[src/rtl/uart_rx.sv]
// uart_rx: 8-bit LSB-first UART receiver with 2-flop line sync; even parity when UART_RX_PARITY_EN is defined.
// Byte valid 1 clk after the stop-bit sample; no backpressure on the line, a byte arriving to a full buffer is dropped with an overrun pulse.
module uart_rx #(
    parameter int CLK_PER_BIT = 868
) (
    input  logic       clk,
    input  logic       reset,
    input  logic       cpu_uart_rxd,
    output logic [7:0] rx_data,
    output logic       rx_valid,
    input  logic       rx_ready,
    output logic       framing_error,
    output logic       overrun,
    output logic       parity_error
);

    localparam int CW = $clog2(CLK_PER_BIT);
    localparam logic [CW-1:0] CNT_LAST = CW'(CLK_PER_BIT - 1);
    localparam logic [CW-1:0] CNT_HALF = CW'(CLK_PER_BIT / 2 - 1);

`ifdef UART_RX_PARITY_EN
    typedef enum logic [2:0] {
        IDLE   = 3'd0,
        START  = 3'd1,
        DATA   = 3'd2,
        PARITY = 3'd3,
        STOP   = 3'd4,
        BREAK  = 3'd5
    } state_t;
`else
    typedef enum logic [2:0] {
        IDLE  = 3'd0,
        START = 3'd1,
        DATA  = 3'd2,
        STOP  = 3'd4,
        BREAK = 3'd5
    } state_t;
`endif

    state_t          state_q, state_d;
    logic [1:0]      sync_q, sync_d;
    logic [CW-1:0]   cnt_q, cnt_d;
    logic [2:0]      bit_cnt_q, bit_cnt_d;
    logic [7:0]      shift_q, shift_d;
    logic [7:0]      rx_data_q, rx_data_d;
    logic            rx_valid_q, rx_valid_d;
    logic            fe_q, fe_d;
    logic            ov_q, ov_d;
    logic            rxd_s;
    logic            deliver;
    logic            par_bad;

`ifdef UART_RX_PARITY_EN
    logic            par_bad_q, par_bad_d;
    logic            pe_q, pe_d;
    assign par_bad      = par_bad_q;
    assign parity_error = pe_q;
`else
    assign par_bad      = 1'b0;
    assign parity_error = 1'b0;
`endif

    assign rxd_s  = sync_q[1];
    assign sync_d = {sync_q[0], cpu_uart_rxd};

    always_comb begin
        state_d    = state_q;
        cnt_d      = cnt_q;
        bit_cnt_d  = bit_cnt_q;
        shift_d    = shift_q;
        rx_data_d  = rx_data_q;
        rx_valid_d = rx_valid_q;
        fe_d       = 1'b0;
        ov_d       = 1'b0;
        deliver    = 1'b0;
`ifdef UART_RX_PARITY_EN
        par_bad_d  = par_bad_q;
        pe_d       = 1'b0;
`endif
        case (state_q)
            IDLE: begin
                cnt_d = '0;
                if (!rxd_s) state_d = START;
            end
            START: begin
                // Mid-start-bit recheck rejects short low glitches.
                if (cnt_q == CNT_HALF) begin
                    cnt_d     = '0;
                    bit_cnt_d = '0;
                    state_d   = rxd_s ? IDLE : DATA;
                end else begin
                    cnt_d = cnt_q + 1'b1;
                end
            end
            DATA: begin
                if (cnt_q == CNT_LAST) begin
                    cnt_d     = '0;
                    shift_d   = {rxd_s, shift_q[7:1]};
                    bit_cnt_d = bit_cnt_q + 3'd1;
`ifdef UART_RX_PARITY_EN
                    if (bit_cnt_q == 3'd7) state_d = PARITY;
`else
                    if (bit_cnt_q == 3'd7) state_d = STOP;
`endif
                end else begin
                    cnt_d = cnt_q + 1'b1;
                end
            end
`ifdef UART_RX_PARITY_EN
            PARITY: begin
                if (cnt_q == CNT_LAST) begin
                    cnt_d     = '0;
                    par_bad_d = rxd_s ^ (^shift_q);
                    state_d   = STOP;
                end else begin
                    cnt_d = cnt_q + 1'b1;
                end
            end
`endif
            STOP: begin
                if (cnt_q == CNT_LAST) begin
                    cnt_d = '0;
                    // Framing error wins over parity so a frame raises one flag at most.
                    if (!rxd_s) begin
                        fe_d    = 1'b1;
                        state_d = BREAK;
                    end else begin
                        state_d = IDLE;
`ifdef UART_RX_PARITY_EN
                        pe_d    = par_bad;
`endif
                        deliver = !par_bad;
                    end
                end else begin
                    cnt_d = cnt_q + 1'b1;
                end
            end
            BREAK: begin
                if (rxd_s) state_d = IDLE;
            end
            default: state_d = IDLE;
        endcase

        if (rx_valid_q && rx_ready) rx_valid_d = 1'b0;
        if (deliver) begin
            if (rx_valid_q && !rx_ready) begin
                ov_d = 1'b1;
            end else begin
                rx_data_d  = shift_q;
                rx_valid_d = 1'b1;
            end
        end
    end

    always_ff @(posedge clk or posedge reset) begin
        if (reset) begin
            state_q    <= IDLE;
            sync_q     <= 2'b11;
            cnt_q      <= '0;
            bit_cnt_q  <= '0;
            shift_q    <= '0;
            rx_data_q  <= '0;
            rx_valid_q <= 1'b0;
            fe_q       <= 1'b0;
            ov_q       <= 1'b0;
`ifdef UART_RX_PARITY_EN
            par_bad_q  <= 1'b0;
            pe_q       <= 1'b0;
`endif
        end else begin
            state_q    <= state_d;
            sync_q     <= sync_d;
            cnt_q      <= cnt_d;
            bit_cnt_q  <= bit_cnt_d;
            shift_q    <= shift_d;
            rx_data_q  <= rx_data_d;
            rx_valid_q <= rx_valid_d;
            fe_q       <= fe_d;
            ov_q       <= ov_d;
`ifdef UART_RX_PARITY_EN
            par_bad_q  <= par_bad_d;
            pe_q       <= pe_d;
`endif
        end
    end

    assign rx_data       = rx_data_q;
    assign rx_valid      = rx_valid_q;
    assign framing_error = fe_q;
    assign overrun       = ov_q;

endmodule
[config.mk]
export PLATFORM = sky130hd
export DESIGN_NAME = uart_rx
export DESIGN_NICKNAME = d
export VERILOG_FILES = /design/src/rtl/uart_rx.sv
export SDC_FILE = /design/constraint.sdc
export NUM_CORES = 1
export LEC_CHECK = 0
export ABC_CLOCK_PERIOD_IN_PS = 2300
export CORE_MARGIN = 2
export CORE_UTILIZATION = 41
export CTS_CLUSTER_DIAMETER = 60
export DETAILED_ROUTE_END_ITERATION = 12
export SYNTH_ARGS = -nofsm -noshare
export SYNTH_HDL_FRONTEND = slang
export SYNTH_SLANG_ARGS = --single-unit
[constraint.sdc]
create_clock -name clk -period 2.3 [get_ports clk]
set_input_delay 0.46 -clock clk [delete_from_list [all_inputs] [get_ports clk]]
set_output_delay 0.46 -clock clk [all_outputs]
set_load 0.02 [all_outputs]
==> metrics.log, run 1 <==
[metrics] run status: completed
[metrics] Die Footprint: 0.00509 mm^2
[metrics] Cells after Synth: 170
[metrics] H-Tree Level Count: 2
[metrics] via count of the first global-routing pass: 1351
[metrics] number of antenna cells inserted: 0
[metrics] worst-case vdd ir drop: 0.000339 V
[metrics] setup total negative slack: 0 ns
[metrics] number of flops mapped to enable cells by yosys: 0
[metrics] top flip-flop cell by instance count after synthesis: dfrtp_1
[metrics] starting density of the core: 42.7%
[metrics] # resized after CTS: 0
[metrics] horizontal die dimension: 71.4 um
[metrics] Clock Sinks: 37
[metrics] area taken by flip-flops and latches: 928 um^2
[metrics] remaining design rule violation count: 0
[metrics] filler cell count: 392
[metrics] I/O pin total: 16
[metrics] power consumption: 1.15 mW
[metrics] Final Core Density: 48.6%
[metrics] Area Growth Syn to Fin: 13.7%
[metrics] arrival time of the worst setup path: 2.17 ns
[metrics] minimum clock period after layout: 2.00 ns
[metrics] # port buffers: 14
[metrics] post-detailed-routing wire length: 3500 um
[metrics] number of buffer and inverter instances along the worst setup path: 1
[metrics] wire length of the first global-routing pass: 6190 um
[metrics] number of library cell types mapped by synthesis: 49
[metrics] list of cells traversed by the critical path: nor4bb_1 -> nand4_1 -> nor2b_1 -> buf_4 -> mux2_2
[metrics] power density cells: 544 mW/mm^2
[metrics] number of antenna violations at the first check in global routing: 0
[metrics] total number of placement rows: 24
[metrics] placed cell area: 0.00202 mm^2
[metrics] area used by multi-input combinational logic: 848 um^2
[metrics] clock slew at the register clock pins of the worst setup and hold paths: 0.08 ns
[metrics] final-report setup violation count: 0
[metrics] average wire per cell in the routed design: 14.8 um
[metrics] proportion of synthesized chip area in sequential cells: 49.9%
[metrics] CTS tree: built
[metrics] final antenna-violating net count: 0
[metrics] family with the most delay on the worst path: simple AND/OR/NAND/NOR gates
[metrics] cell accounting for the most synthesized area: dfrtp_1
[metrics] ratio of cells with drive above 1 in the final layout: 20.5%
[metrics] Overflow after GRT: 0
[metrics] Worst R2R Start: state_q[2]$_DFFE_PP0P_
[metrics] Final Instance Area: 0.00212 mm^2
[metrics] die height: 71.4 um
[metrics] fin crit share: 87.1%
[metrics] First DRT Iteration DRCs: 71
[metrics] vias per inst: 5.56
[metrics] Setup Buffers After CTS: 0
[metrics] RSZ-0062 raised after global routing: false
[metrics] average cell area after synthesis: 10.9 um^2
[metrics] largest cells by area after synthesis: dfrtp_1, mux2_2, nand2_1
[metrics] Clk Latency, worst-skew pair: 0.29 ns
[metrics] top library cells by usage in the layout, fill and taps aside: dfrtp_1, nand2_1, mux2_2
[metrics] leakage dissipation: 0.971 nW
[metrics] total clock buffers created by CTS: 5
[metrics] floorplan core area: 0.00435 mm^2
[metrics] worst hold start: sync_q[0]$_DFF_PP1_
[metrics] data required time at the worst endpoint: 2.47 ns
[metrics] minimum setup slack after placement: 0.300 ns
[metrics] post-synthesis async set-or-reset flop share: 100%
[metrics] HPWL after detailed placement: 2520 um
[metrics] number of max-slew violations in the final report: 0
[metrics] Yosys top cell area share: 47.1%
[metrics] most common cell after layout, fill and taps aside: dfrtp_1
[metrics] total of flip-flops plus latches after synthesis: 37
[metrics] maximum number of pins on one net before global-route repair: 38
[metrics] Critical Path Source: state_q[2]$_DFFE_PP0P_
[metrics] count of max-cap constraint violations: 0
[metrics] Total Routing Usage GR: 15.7%
[metrics] slowest stage cell, crit path: dfrtp_1
[metrics] Critical Path Sink Type: flip-flop
[metrics] cell area after synthesis: 0.00186 mm^2
[metrics] critical path's largest stage delay: 0.63 ns
[metrics] number of vias in the routed layout: 1318
[metrics] setup slack after layout: 0.296 ns
[metrics] CTS Hold Bufs: 0
[metrics] f_max: 499 MHz
[metrics] routability cong.: 0.851
[metrics] critical setup path kind: flip-flop to flip-flop
[metrics] number of nets in the finished design: 192
[metrics] Clock Skew: 0.00561 ns
[metrics] classification of the worst-slack hold path: flip-flop to flip-flop
[metrics] number of nets in the synthesized netlist: 178
[metrics] element type at the critical path start: flip-flop
[metrics] Root Driver: clkbuf_8
[metrics] worst-path maximum fanout: 16
[metrics] count of TritonRoute iterations in the first routing pass: 4
[metrics] Yosys warning total: 0
[metrics] total count of hold-check failures in the final report: 0
[metrics] Max Buffers Root-to-Sink: 2
-- cell families after synthesis --
kind of cell / count (synthesis) / synth area share [%]
other: 1 / 0.202
adders and majority gates: 4 / 2.69
and+or+nand+nor: 63 / 19.6
xor gates and xnor gates: 1 / 0.471
buffers and inverters: 15 / 4.51
muxes: 22 / 13.0
DFF: 37 / 49.9
AOI/OAI and AO/OA: 27 / 9.68
-- cells in the mapped netlist (2+ instances only) --
cell,number
nor2_1,8
o21ai_0,9
dfrtp_1,35
nand4_1,4
ha_1,4
nor4_1,3
inv_1,6
nand2_1,17
and3_1,2
mux2i_1,5
buf_4,3
nand2b_1,2
nand3_1,4
o31ai_1,2
o21ai_2,2
nor3_1,4
buf_6,2
a21oi_1,6
clkbuf_1,2
o221a_2,2
dfstp_2,2
mux2_2,16
nand3b_1,3
and4_1,2
-- worst reg2reg max path: cells and delay by family, from the launching register on --
kind          cells  cell delay [ns]
buf+inv           1             0.18
flops             1             0.63
mux               1             0.35
simple gates      3             0.73
-- flip-flops by register name, summed over array words and instances, names as in the netlist --
signal and flops:
cnt_q 10, rx_valid 1, framing_error 1, shift_q 8, sync_q 2, overrun 1
rx_data 8, state_q 3, bit_cnt_q 3
-- metrics by stage --
step                hold WS [ns]  std cells
floorplan                  0.345        170
global placement           0.346        229
detailed placement         0.351        229
CTS                        0.367        237
global route               0.366        237
finish                     0.360        237
-- layer usage --
metal | GRT usage, % | share of wire (%)
met1 | 19.6 | 46
met4 | 5.87 | 1.6
met3 | 4.36 | 3.4
met2 | 25.9 | 49
met5 | 0 | 0
-- where the power goes --
part	switching [mW]	internal, mW
sequential	0.00187	0.653
combinational	0.0149	0.00684
clock	0.230	0.243
-- final timing paths --
| kind | slack, ns | to | cells after the start |
|---|---|---|---|
| setup / recovery | 0.30 | rx_data[7]$_DFFE_PP0P_ | 5 |
| max in group asynchronous | 1.38 | sync_q[0]$_DFF_PP1_ | 3 |
| setup reg to reg | 0.30 | rx_data[7]$_DFFE_PP0P_ | 5 |
| hold / removal | 0.36 | sync_q[1]$_DFF_PP1_ | 0 |
| min in group asynchronous | 0.58 | cnt_q[0]$_DFFE_PP0P_ | 3 |
| hold reg to reg | 0.36 | sync_q[1]$_DFF_PP1_ | 0 |
-- area by class of cell --
cell class / count / share of cell area, %
flip-flops and latches: 37 / 43.9
multi-input cells: 118 / 40.1
repair buffers: 16 / 7.33
clock buffers: 6 / 3.90
well taps: 52 / 3.08
inverters: 6 / 1.06
clock inverters: 2 / 0.651
Note: power is estimated with default switching activity, not from simulation.
==> run 2, diff against run 1 <==
--- a/config.mk
+++ b/config.mk
@@ -5,11 +5,12 @@
 export SDC_FILE = /design/constraint.sdc
 export NUM_CORES = 1
 export LEC_CHECK = 0
-export ABC_CLOCK_PERIOD_IN_PS = 2300
+export ABC_CLOCK_PERIOD_IN_PS = 2310
 export CORE_MARGIN = 2
 export CORE_UTILIZATION = 41
 export CTS_CLUSTER_DIAMETER = 60
 export DETAILED_ROUTE_END_ITERATION = 12
+export REMOVE_ABC_BUFFERS = 1
 export SYNTH_ARGS = -nofsm -noshare
 export SYNTH_HDL_FRONTEND = slang
 export SYNTH_SLANG_ARGS = --single-unit
==> constraint.sdc (replaced) <==
create_clock -name clk -period 2.31 [get_ports clk]
set_input_delay 0.462 -clock clk [delete_from_list [all_inputs] [get_ports clk]]
set_output_delay 0.462 -clock clk [all_outputs]
set_load 0.02 [all_outputs]
==> metrics.log, run 2 (synthesized netlist as in run 1, its figures left out) <==
[metrics] via count of the first global-routing pass: 1260
[metrics] CTS tree: built
[metrics] floorplan core area: 0.00435 mm^2
[metrics] HPWL after detailed placement: 2490 um
[metrics] post-detailed-routing wire length: 3500 um
[metrics] count of max-cap constraint violations: 0
[metrics] CTS Hold Bufs: 0
[metrics] ratio of cells with drive above 1 in the final layout: 21.4%
[metrics] Critical Path Sink Type: flip-flop
[metrics] Max Buffers Root-to-Sink: 2
[metrics] cell count of the worst reg-to-reg path: 5
[metrics] arrival time of the worst setup path: 2.10 ns
[metrics] maximum number of pins on one net before global-route repair: 38
[metrics] leakage dissipation: 0.985 nW
[metrics] data required time at the worst endpoint: 2.49 ns
[metrics] Setup Buffers After CTS: 0
[metrics] f_max: 520 MHz
[metrics] Total Routing Usage GR: 15.2%
[metrics] Root Driver: clkbuf_8
[metrics] number of nets in the finished design: 194
[metrics] die height: 71.4 um
[metrics] total number of placement rows: 24
[metrics] classification of the worst-slack hold path: flip-flop to flip-flop
[metrics] worst flop-to-flop path endpoint: rx_data[6]$_DFFE_PP0P_
[metrics] setup total negative slack: 0 ns
[metrics] starting density of the core: 42.7%
[metrics] First DRT Iteration DRCs: 48
[metrics] element type at the critical path start: flip-flop
[metrics] H-Tree Level Count: 2
[metrics] Critical Path Source: state_q[1]$_DFFE_PP0P_
[metrics] remaining design rule violation count: 0
[metrics] power density cells: 579 mW/mm^2
[metrics] wire length of the first global-routing pass: 6000 um
[metrics] I/O pin total: 16
[metrics] top library cells by usage in the layout, fill and taps aside: dfrtp_1, nand2_1, mux2_2
[metrics] total clock buffers created by CTS: 5
[metrics] Clock Skew: 0.00587 ns
[metrics] Overflow after GRT: 0
[metrics] # port buffers: 14
[metrics] most common cell after layout, fill and taps aside: dfrtp_1
[metrics] Worst R2R Start: state_q[1]$_DFFE_PP0P_
[metrics] worst-path maximum fanout: 14
[metrics] average wire per cell in the routed design: 14.6 um
[metrics] horizontal die dimension: 71.4 um
[metrics] Clk Latency, worst-skew pair: 0.30 ns
[metrics] critical setup path kind: flip-flop to flip-flop
[metrics] minimum clock period after layout: 1.92 ns
[metrics] fin crit share: 83.3%
[metrics] final-report setup violation count: 0
[metrics] final worst hold slack: 0.358 ns
[metrics] final antenna-violating net count: 0
[metrics] number of vias in the routed layout: 1296
[metrics] max FFs per register: 10
[metrics] number of max-slew violations in the final report: 0
[metrics] routability cong.: 0.810
[metrics] worst-case vdd ir drop: 0.000467 V
[metrics] RSZ-0062 raised after global routing: false
[metrics] vias per inst: 5.42
[metrics] Area Growth Syn to Fin: 15.5%
[metrics] count of TritonRoute iterations in the first routing pass: 4
[metrics] number of antenna cells inserted: 0
[metrics] worst-case register-to-register setup slack: 0.39 ns
[metrics] Clock Sinks: 37
[metrics] run status: completed
[metrics] Die Footprint: 0.00509 mm^2
[metrics] # resized after CTS: 0
[metrics] clock slew at the register clock pins of the worst setup and hold paths: 0.08 ns
[metrics] total count of hold-check failures in the final report: 0
[metrics] Critical path destination: rx_data[6]$_DFFE_PP0P_
[metrics] number of antenna violations at the first check in global routing: 0
[metrics] Reg with most FFs: cnt_q
==> run 2: cell count changes in the layout (fill, tap and decap cells not counted) <==
cell,before,now
bufinv_16,0,1
clkinv_2,1,0
clkbuf_8,6,5
clkinvlp_4,0,1
buf_4,2,4
==> run 2: how the worst min path moves through the flow <==
stage,startpoint,end,slack [ns],depth (start not counted)
2_1_floorplan,sync_q[0]$_DFF_PP1_,sync_q[1]$_DFF_PP1_,0.35,0
3_3_place_gp,sync_q[0]$_DFF_PP1_,sync_q[1]$_DFF_PP1_,0.35,0
3_5_place_dp,sync_q[0]$_DFF_PP1_,sync_q[1]$_DFF_PP1_,0.35,0
4_1_cts,sync_q[0]$_DFF_PP1_,sync_q[1]$_DFF_PP1_,0.36,0
5_1_grt,sync_q[0]$_DFF_PP1_,sync_q[1]$_DFF_PP1_,0.36,0
6_report,sync_q[0]$_DFF_PP1_,sync_q[1]$_DFF_PP1_,0.36,0
==> run 2: power by group <==
group          internal (mW)  switching (mW)  leakage, nW
Clock                  0.323           0.248       0.0543
Combinational        0.00681          0.0148        0.435
Sequential             0.650         0.00187        0.495
==> run 2: metrics by stage <==
stage	utilization (%)	setup WS, ns	instance area (um^2)	instances	power (mW)
finish	49.4	0.386	2150	239	1.24
global placement	46.7	0.435	2030	231	0.687
global route	49.4	0.226	2150	239	1.30
detailed placement	46.7	0.423	2030	231	0.688
CTS	49.4	0.395	2150	239	1.27
floorplan	-	0.385	1800	161	0.677
==> run 2: worst max-delay path, cell delays in order (launching register included) <==
cell	delay (ns)
dfrtp_1	0.53
nor4bb_1	0.35
nand4_1	0.23
nor2b_1	0.16
buf_4	0.18
mux2_2	0.35
==> run 2: metal layers <==
metal / part of all wire [%] / global-route usage, %
met4: 1.8 / 6.29
met1: 48 / 20.5
met2: 46 / 23.4
met5: 0 / 0
met3: 3.7 / 3.80
==> run 2: final cells by class <==
| class | instances | area [um^2] |
|---|---|---|
| fill | 399 | 2200 |
| sequential | 37 | 928 |
| multi-input combinational | 118 | 848 |
| timing repair buffer | 18 | 170 |
| clock buffer | 5 | 68.8 |
| tap | 52 | 65.1 |
| clock inverter | 3 | 46.3 |
| inverter | 6 | 22.5 |
==> run 3, diff against run 2 <==
--- a/config.mk
+++ b/config.mk
@@ -5,7 +5,7 @@
 export SDC_FILE = /design/constraint.sdc
 export NUM_CORES = 1
 export LEC_CHECK = 0
-export ABC_CLOCK_PERIOD_IN_PS = 2310
+export ABC_CLOCK_PERIOD_IN_PS = 1710
 export CORE_MARGIN = 2
 export CORE_UTILIZATION = 41
 export CTS_CLUSTER_DIAMETER = 60
==> constraint.sdc (replaced) <==
create_clock -name clk -period 1.71 [get_ports clk]
set_input_delay 0.342 -clock clk [delete_from_list [all_inputs] [get_ports clk]]
set_output_delay 0.342 -clock clk [all_outputs]
set_load 0.02 [all_outputs]
==> metrics.log, run 3 (synthesized netlist as in run 1, its figures left out) <==
[metrics] run status: completed
[metrics] most common cell after layout, fill and taps aside: dfrtp_1
[metrics] Critical Path Sink Type: flip-flop
[metrics] top library cells by usage in the layout, fill and taps aside: dfrtp_1, buf_4, nand2_1
[metrics] HPWL after detailed placement: 2700 um
[metrics] I/O pin total: 16
[metrics] setup total negative slack: 0 ns
[metrics] total number of placement rows: 24
[metrics] Clk Latency, worst-skew pair: 0.29 ns
[metrics] fin crit share: 99.4%
[metrics] Clock Sinks: 37
[metrics] average wire per cell in the routed design: 14.8 um
[metrics] power density cells: 669 mW/mm^2
[metrics] worst-path maximum fanout: 8
[metrics] starting density of the core: 42.7%
[metrics] power consumption: 1.69 mW
[metrics] via count of the first global-routing pass: 1444
[metrics] element type at the critical path start: flip-flop
[metrics] classification of the worst-slack hold path: flip-flop to flip-flop
[metrics] Max Buffers Root-to-Sink: 2
[metrics] # port buffers: 14
[metrics] minimum clock period after layout: 1.70 ns
[metrics] maximum number of pins on one net before global-route repair: 38
[metrics] final-report setup violation count: 0
[metrics] count of TritonRoute iterations in the first routing pass: 4
[metrics] number of max-slew violations in the final report: 0
[metrics] ratio of cells with drive above 1 in the final layout: 38.0%
[metrics] final worst hold slack: 0.358 ns
[metrics] minimum setup slack after placement: -0.0325 ns
[metrics] total count of hold-check failures in the final report: 0
[metrics] Reg with most FFs: cnt_q
[metrics] total clock buffers created by CTS: 5
[metrics] horizontal die dimension: 71.4 um
[metrics] vias per inst: 5.44
[metrics] Root Driver: clkbuf_8
[metrics] CTS tree: built
[metrics] final standard cell count with taps included and fillers excluded: 268
[metrics] placed cell area: 0.00224 mm^2
[metrics] final antenna-violating net count: 0
[metrics] wire length of the first global-routing pass: 6640 um
[metrics] RSZ-0062 raised after global routing: true
[metrics] number of nets in the finished design: 223
[metrics] max FFs per register: 10
[metrics] Overflow after GRT: 0
[metrics] setup slack after layout: 0.00971 ns
[metrics] CTS Hold Bufs: 0
[metrics] f_max: 588 MHz
[metrics] post-detailed-routing wire length: 3960 um
[metrics] critical setup path kind: flip-flop to flip-flop
[metrics] clock slew at the register clock pins of the worst setup and hold paths: 0.08 ns
[metrics] worst-case vdd ir drop: 0.000456 V
[metrics] count of max-cap constraint violations: 0
[metrics] data required time at the worst endpoint: 1.89 ns
[metrics] DP Cell Count: 254
[metrics] number of antenna cells inserted: 0
[metrics] number of antenna violations at the first check in global routing: 0
[metrics] Die Footprint: 0.00509 mm^2
[metrics] floorplan core area: 0.00435 mm^2
[metrics] arrival time of the worst setup path: 1.88 ns
[metrics] H-Tree Level Count: 2
[metrics] number of vias in the routed layout: 1457
[metrics] Final Instance Area: 0.00252 mm^2
[metrics] First DRT Iteration DRCs: 44
[metrics] Final Core Density: 57.9%
[metrics] die height: 71.4 um
[metrics] Clock Skew: 0.00634 ns
[metrics] remaining design rule violation count: 0
[metrics] Total Routing Usage GR: 16.4%
[metrics] routability cong.: 0.807
[metrics] filler cell count: 370
[metrics] Area Growth Syn to Fin: 35.4%
[metrics] leakage dissipation: 1.14 nW
## run 3: path summary, 6_finish.rpt
check	from	endpoint	slack, ns	cells after the start
max	cnt_q[1]$_DFFE_PP0P_	rx_data[2]$_DFFE_PP0P_	0.01	6
min	sync_q[0]$_DFF_PP1_	sync_q[1]$_DFF_PP1_	0.36	0
max reg2reg	cnt_q[1]$_DFFE_PP0P_	rx_data[2]$_DFFE_PP0P_	0.01	6
min reg2reg	sync_q[0]$_DFF_PP1_	sync_q[1]$_DFF_PP1_	0.36	0
max in group asynchronous	reset	sync_q[1]$_DFF_PP1_	1.06	3
min in group asynchronous	reset	cnt_q[2]$_DFFE_PP0P_	0.40	3
## run 3: area by class of cell
class	count	area (um^2)	share of cell area [%]
sequential	37	931	36.9
inverter	6	26.3	1.04
clock inverter	3	43.8	1.74
clock buffer	5	68.8	2.73
multi-input combinational	119	960	38.1
timing repair buffer	46	425	16.9
tap	52	65.1	2.58
## run 3: critical path: stages, from the launching register on
cell     delay, ns
dfrtp_1       0.43
ha_4          0.17
and2b_2       0.19
nand4_1       0.12
nor2b_1       0.14
buf_4         0.19
mux2_2        0.35
## run 3: per-layer routing
layer,wire (um),GRT usage [%],vias up
li1,-,-,698
met1,1840,22.0,731
met2,1950,26.5,22
met3,128,4.50,6
met4,38,4.19,0
met5,0,0,-
## run 3: timing repair
item	4_1_cts	5_1_grt
gates cloned	0	1
setup endpoints to repair	10	29
resized for setup	1	24
pin swaps	0	7
setup buffers	2	3
## run 3: power breakdown
| group | internal, mW | leakage [nW] | switching [mW] | total (mW) |
|---|---|---|---|---|
| Clock | 0.437 | 0.0585 | 0.332 | 0.770 |
| Combinational | 0.0146 | 0.589 | 0.0230 | 0.0376 |
| Sequential | 0.878 | 0.493 | 0.00122 | 0.880 |
